**src/rtl/dem_switch_layer_pkg.sv**
```systemverilog
// lib_switchblock_pkg: shared widths, DEM mode encoding, switching-value codes and LFSR constants.
package lib_switchblock_pkg;
    localparam int INPUT_WIDTH = 8;
    localparam int LFSR_W = 16;
    localparam logic [LFSR_W-1:0] LFSR_TAPS = 16'hB400;
    typedef enum logic [1:0] {
        STATIC       = 2'b00,
        SHAPE        = 2'b01,
        SHAPE_DITHER = 2'b10,
        RANDOM       = 2'b11
    } dem_mode_e;
    localparam logic [1:0] S_ZERO = 2'b00;
    localparam logic [1:0] S_POS  = 2'b01;
    localparam logic [1:0] S_NEG  = 2'b11;
endpackage

```
**src/rtl/dem_switch_node.sv**
```systemverilog
// dem_switch_node: one DEM switching node; splits x into two registered halves steered by a first-order acc.
module dem_switch_node
    import lib_switchblock_pkg::*;
#(
    parameter int W = INPUT_WIDTH
) (
    input  logic         clk_i,
    input  logic         reset_i,
    input  logic         valid_i,
    input  logic         tie_i,
    input  logic         clear_acc_i,
    input  dem_mode_e    mode_i,
    input  logic [W-1:0] x_i,
    output logic [W-1:0] x1_o,
    output logic [W-1:0] x2_o,
    output logic [1:0]   s_o
);
    logic [1:0] acc_q, acc_d, acc_eff, dith, shaped, s_new, s_d, s_q;
    logic signed [2:0] acc_sum;
    logic [W:0] sx, sum, dif;
    logic [W-1:0] x1_d, x1_q, x2_d, x2_q;

    always_comb begin
        acc_eff = clear_acc_i ? S_ZERO : acc_q;
        dith    = tie_i ? S_POS : S_NEG;
        shaped  = (acc_eff != S_ZERO) ? -acc_eff : (mode_i == SHAPE_DITHER ? dith : S_POS);
        s_new   = !x_i[0] ? S_ZERO : mode_i == STATIC ? S_POS : mode_i == RANDOM ? dith : shaped;
        acc_sum = $signed({acc_eff[1], acc_eff}) + $signed({s_new[1], s_new});
        // RANDOM can push the sum to +-2; clamp so acc stays within -1..+1
        acc_d   = !valid_i ? acc_q : mode_i == STATIC ? S_ZERO :
                  acc_sum > 3'sd1 ? S_POS : acc_sum < -3'sd1 ? S_NEG : acc_sum[1:0];
        sx      = {{(W-1){s_new[1]}}, s_new};
        sum     = {1'b0, x_i} + sx;
        dif     = {1'b0, x_i} - sx;
        x1_d    = valid_i ? sum[W:1] : x1_q;
        x2_d    = valid_i ? dif[W:1] : x2_q;
        s_d     = valid_i ? s_new : s_q;
    end

    always_ff @(posedge clk_i) begin
        if (reset_i) begin
            acc_q <= S_ZERO;
            x1_q  <= '0;
            x2_q  <= '0;
            s_q   <= S_ZERO;
        end else begin
            acc_q <= acc_d;
            x1_q  <= x1_d;
            x2_q  <= x2_d;
            s_q   <= s_d;
        end
    end

    assign x1_o = x1_q;
    assign x2_o = x2_q;
    assign s_o  = s_q;
endmodule

```
**src/rtl/dem_switch_layer.sv**
```systemverilog
// dem_switch_layer: one registered layer of N_NODES DEM switching nodes sharing a Fibonacci LFSR.
module dem_switch_layer #(
    parameter int N_NODES = 4,
    parameter int INPUT_WIDTH = lib_switchblock_pkg::INPUT_WIDTH,
    parameter logic [lib_switchblock_pkg::LFSR_W-1:0] LFSR_SEED = 16'hACE1
) (
    input  logic                             clk_i,
    input  logic                             reset_i,
    input  logic                             valid_i,
    input  logic [1:0]                       mode_i,
    input  logic [N_NODES*INPUT_WIDTH-1:0]   x_in_i,
    output logic                             valid_o,
    output logic [2*N_NODES*INPUT_WIDTH-1:0] x_out_o,
    output logic [2*N_NODES-1:0]             s_out_o
);
    localparam int LW = lib_switchblock_pkg::LFSR_W;
    logic [LW-1:0] lfsr_q, lfsr_d;
    lib_switchblock_pkg::dem_mode_e mode_q, mode_d;
    logic valid_q, valid_d, clear_acc;

    always_comb begin
        lfsr_d    = valid_i ? {lfsr_q[LW-2:0], ^(lfsr_q & lib_switchblock_pkg::LFSR_TAPS)} : lfsr_q;
        mode_d    = valid_i ? lib_switchblock_pkg::dem_mode_e'(mode_i) : mode_q;
        valid_d   = valid_i;
        clear_acc = valid_i && (mode_i != mode_q);
    end

    always_ff @(posedge clk_i) begin
        if (reset_i) begin
            lfsr_q  <= LFSR_SEED;
            mode_q  <= lib_switchblock_pkg::STATIC;
            valid_q <= 1'b0;
        end else begin
            lfsr_q  <= lfsr_d;
            mode_q  <= mode_d;
            valid_q <= valid_d;
        end
    end

    assign valid_o = valid_q;

    for (genvar k = 0; k < N_NODES; k++) begin : g_node
        dem_switch_node #(.W(INPUT_WIDTH)) u_node (
            .clk_i       (clk_i),
            .reset_i     (reset_i),
            .valid_i     (valid_i),
            .tie_i       (lfsr_q[k]),
            .clear_acc_i (clear_acc),
            .mode_i      (lib_switchblock_pkg::dem_mode_e'(mode_i)),
            .x_i         (x_in_i[k*INPUT_WIDTH +: INPUT_WIDTH]),
            .x1_o        (x_out_o[2*k*INPUT_WIDTH +: INPUT_WIDTH]),
            .x2_o        (x_out_o[(2*k+1)*INPUT_WIDTH +: INPUT_WIDTH]),
            .s_o         (s_out_o[2*k +: 2])
        );
    end
endmodule

```
**config.mk**
```make
export PLATFORM = sky130hd
export DESIGN_NAME = dem_switch_layer
export DESIGN_NICKNAME = d
export VERILOG_FILES = /design/src/rtl/dem_switch_layer_pkg.sv /design/src/rtl/dem_switch_node.sv /design/src/rtl/dem_switch_layer.sv
export SDC_FILE = /design/constraint.sdc
export NUM_CORES = 1
export LEC_CHECK = 0
export ABC_AREA = 1
export CELL_PAD_IN_SITES_DETAIL_PLACEMENT = 1
export CELL_PAD_IN_SITES_GLOBAL_PLACEMENT = 1
export CORE_MARGIN = 2
export CORE_UTILIZATION = 35
export DETAILED_ROUTE_END_ITERATION = 7
export PLACE_DENSITY = 0.76
export SYNTH_ARGS = -nofsm -noshare
export SYNTH_HDL_FRONTEND = slang
export SYNTH_SLANG_ARGS = --single-unit
```
**constraint.sdc**
```tcl
create_clock -name clk_i -period 10.06 [get_ports clk_i]
set_input_delay 2.012 -clock clk_i [delete_from_list [all_inputs] [get_ports clk_i]]
set_output_delay 2.012 -clock clk_i [all_outputs]
set_load 0.01 [all_outputs]
```
==> flow_summary_export.csv <==
group,metric,value,unit
outcome,status,"finished clean",
grt,gr-usage-all-layers,18.7,%
timing,drv_slew,0,
critical_path,crit_fanout,14,
detailed_routing,dr.pass1.iters,5,
synth,ys_seq_area_share,28.2,%
detailed_routing,finalWirelength,19.5,mm
clocking,cts_resized,0,
detailed_routing,ant_nets,0,
floorplanning,die_h,146,um
run,maxCapViolCount,0,
grt,grt_pass1_wl,32.8,mm
final_layout,final_cell_count_no_fill,1367,
clocking,ctsHoldBuffers,0,
timing,slew_headroom,39.8,%
timing,finalClockSkew,0.00651,ns
floorplanning,rows,51,
detailed_routing,viasPerCell,4.78,
final_layout,num_antenna_cells,0,
grt,antenna_found_initial,1,
pwr,power_density,134,nW/um2
timing,holdWs,0.465,ns
detailed_routing,routedWlPerCell,14.2,um
critical_path,crit_path_top_delay_cell,"clkdlybuf4s50_1",
clocking,cts_made_buffers,9,
pwr,p_leak,4.26,nW
critical_path,crit_top_cell,"nand2_1",
timing,clock.fmax,173,MHz
critical_path,regToRegSetupSlack,6.35,ns
grt,grt_remaining_overflow,0,
floorplanning,core,19600,um2
clocking,h-tree-depth,3,
clocking,cts.sink_count,99,
detailed_routing,drc,0,
grt,grt_pass1_vias,6644,
synth,syn_area,7030,um2
critical_path,cp_cell_sequence,"clkdlybuf4s50_1 -> xnor2_1 -> nand2_1 -> nand2_1 -> inv_1 -> nor2_1 -> inv_1 -> ha_1 -> o21ai_0 -> nand2_1 -> nand3_2 -> inv_2 -> fa_1 -> o21ai_0 -> a21oi_1 -> nand2_1 -> nand2_1 -> o21ai_0 -> inv_1",
timing,fin_setup_tns,0,ns
synth,ys_warn_count,0,
placement,place_ws,3.91,ns
detailed_routing,via_count,6539,
timing,rsz0062_at_grt,"false",
synth,synth_seq_cells,99,
clocking,post_cts_buffers,0,
timing,setup_viol,0,
placement,dp_cells,1351,
floorplanning,start_util,35.9,%
final_layout,area_growth,22.2,%
detailed_routing,drt-initial-drc-count,245,
timing,worst_pin_slew,0.903,ns
final_layout,drive_above_1_share,4.81,%
timing,hold_viol_final,0,
clocking,cts_max_path_buffers,2,
critical_path,worstPathArrival,6.02,ns
clocking,cts_root_buffer,"clkbuf_16",
floorplanning,dieArea,21200,um2
placement,place.port_buffers,109,
critical_path,slowest_delay,0.72,ns
timing,fin_crit,5.77,ns
critical_path,worst_setup_path_start_kind,"primary input",
critical_path,worstSetupEndpointType,"register",
timing,finalWorstSetupSlack,4.29,ns
final_layout,fillers,2484,
placement,globalplace.congestion,0.877,
clocking,cts.reportedPaths.clkPinSlew,0.07,ns
timing,fin_crit_sh,57.3,%
critical_path,cp.required,10.31,ns
pwr,ir_drop,0.0000756,V
critical_path,crit_type,"in -> reg",
floorplanning,die_x,146,um
pwr,finalPower,1.15,mW
placement,dp_hpwl,14.1,mm
synth,syn_avg_cell_area,6.94,um2
floorplanning,io_pins,110,
synth,yosysUniqueCellTypes,38,
final_layout,nets,1224,
synth,syn_inst,1012,
clocking,clock_latency,0.35,ns
grt,grt_max_degree,91,
hold_path,hold_path_class,"reg -> reg",
clocking,cts_tree,"done",
[where the power goes]
part | leakage (nW) | switching, mW | internal [mW]
clock network | 0.151 | 0.168 | 0.203
registers | 0.821 | 0.0186 | 0.425
logic | 3.28 | 0.194 | 0.140
[sequential cells by signal, indices dropped and copies added (netlist names)]
name,flops
valid_o,1
mode_q,2
g_node.u_node.s_o,8
g_node.u_node.x2_o,32
g_node.u_node.x1_o,32
lfsr_q,16
g_node.u_node.acc_q,8
[layout by cell type (no fill, tap or decap), types with 9 or more instances in the layout]
cell / instances
nand3_2: 12
xor2_1: 21
nor2_1: 142
inv_1: 152
fa_1: 16
o21ai_0: 85
nand2_2: 9
o21bai_1: 10
ha_1: 74
nand2_1: 172
a21oi_1: 58
clkbuf_16: 9
dfxtp_1: 99
clkdlybuf4s50_1: 107
nand3_1: 63
[per-stage QoR]
stage	cell area, um2	utilization (%)
2_1_floorplan	7040	-
5_1_grt	8590	43.8
3_5_place_dp	8280	42.2
6_report	8590	43.8
4_1_cts	8590	43.8
3_3_place_gp	8280	42.2
[cell families after synthesis]
logic type | Yosys count | share of synthesized area [%]
simple gates | 417 | 25.8
buf+inv | 202 | 11.5
compound gates | 174 | 13.1
flops | 99 | 28.2
fa+ha+maj | 90 | 17.7
xor+xnor | 29 | 3.61
other cells | 1 | 0.0534
[final timing paths]
check                                                end       from  cells past startpoint
worst max register to register  g_node[0].u_node.x2_o[5]  mode_q[1]                     18
worst min-delay path                          lfsr_q[10]  lfsr_q[9]                      2
worst min register to register                lfsr_q[10]  lfsr_q[9]                      2
worst max-delay path            g_node[0].u_node.x2_o[5]  mode_i[0]                     19
[synthesized netlist by cell type]
| cell | number | area, um2 |
|---|---|---|
| a21boi_1 | 1 | 7.51 |
| a21oi_1 | 58 | 290 |
| a31oi_1 | 8 | 50.1 |
| buf_1 | 2 | 7.51 |
| buf_2 | 12 | 60.1 |
| buf_4 | 3 | 22.5 |
| clkbuf_1 | 20 | 75.1 |
| clkbuf_2 | 3 | 15.0 |
| clkbuf_8 | 2 | 27.5 |
| clkinv_1 | 1 | 3.75 |
| conb_1 | 1 | 3.75 |
| dfxtp_1 | 99 | 1980 |
| fa_1 | 16 | 320 |
| ha_1 | 74 | 926 |
| inv_1 | 152 | 571 |
| inv_2 | 6 | 22.5 |
| inv_4 | 1 | 6.26 |
| nand2_1 | 172 | 646 |
| nand2_2 | 9 | 56.3 |
| nand2_4 | 1 | 11.3 |
| nand2_8 | 1 | 20.0 |
| nand3_1 | 63 | 315 |
| nand3_2 | 12 | 120 |
| nand3b_1 | 2 | 15.0 |
| nand4_1 | 7 | 43.8 |
| nor2_1 | 142 | 533 |
| nor2_4 | 1 | 11.3 |
| nor3_1 | 4 | 20.0 |
| nor4_1 | 2 | 12.5 |
| o211ai_1 | 1 | 7.51 |
| o21ai_0 | 85 | 425 |
| o21ai_1 | 7 | 35.0 |
| o21bai_1 | 10 | 75.1 |
| o22ai_1 | 1 | 6.26 |
| o31ai_1 | 3 | 22.5 |
| or2_1 | 1 | 6.26 |
| xnor2_1 | 8 | 70.1 |
| xor2_1 | 21 | 184 |
[metal layers]
layer	track usage, %	routed length (um)	up-vias
met3	2.73	546	11
li1	-	-	3344
met1	24.4	9310	3106
met5	0	0	-
met4	4.75	206	0
met2	32.5	9390	78
[layout make-up]
cell class | count | area [um2] | share of cell area, %
Multi-Input combinational cell | 714 | 4250 | 49.4
Sequential cell | 99 | 1980 | 23.1
Timing Repair Buffer | 113 | 1110 | 13.0
Inverter | 160 | 603 | 7.02
Tap cell | 265 | 332 | 3.86
Clock buffer | 10 | 239 | 2.78
Clock inverter | 6 | 71.3 | 0.831
[critical path, delay by kind of cell]
kind	cells	cell delay [ns]
fa+ha+maj	2	0.69
buf+inv	5	1.25
simple gates	7	0.98
xor+xnor	1	0.17
compound gates	4	0.88
No activity file was read; power rests on OpenSTA's default activity.
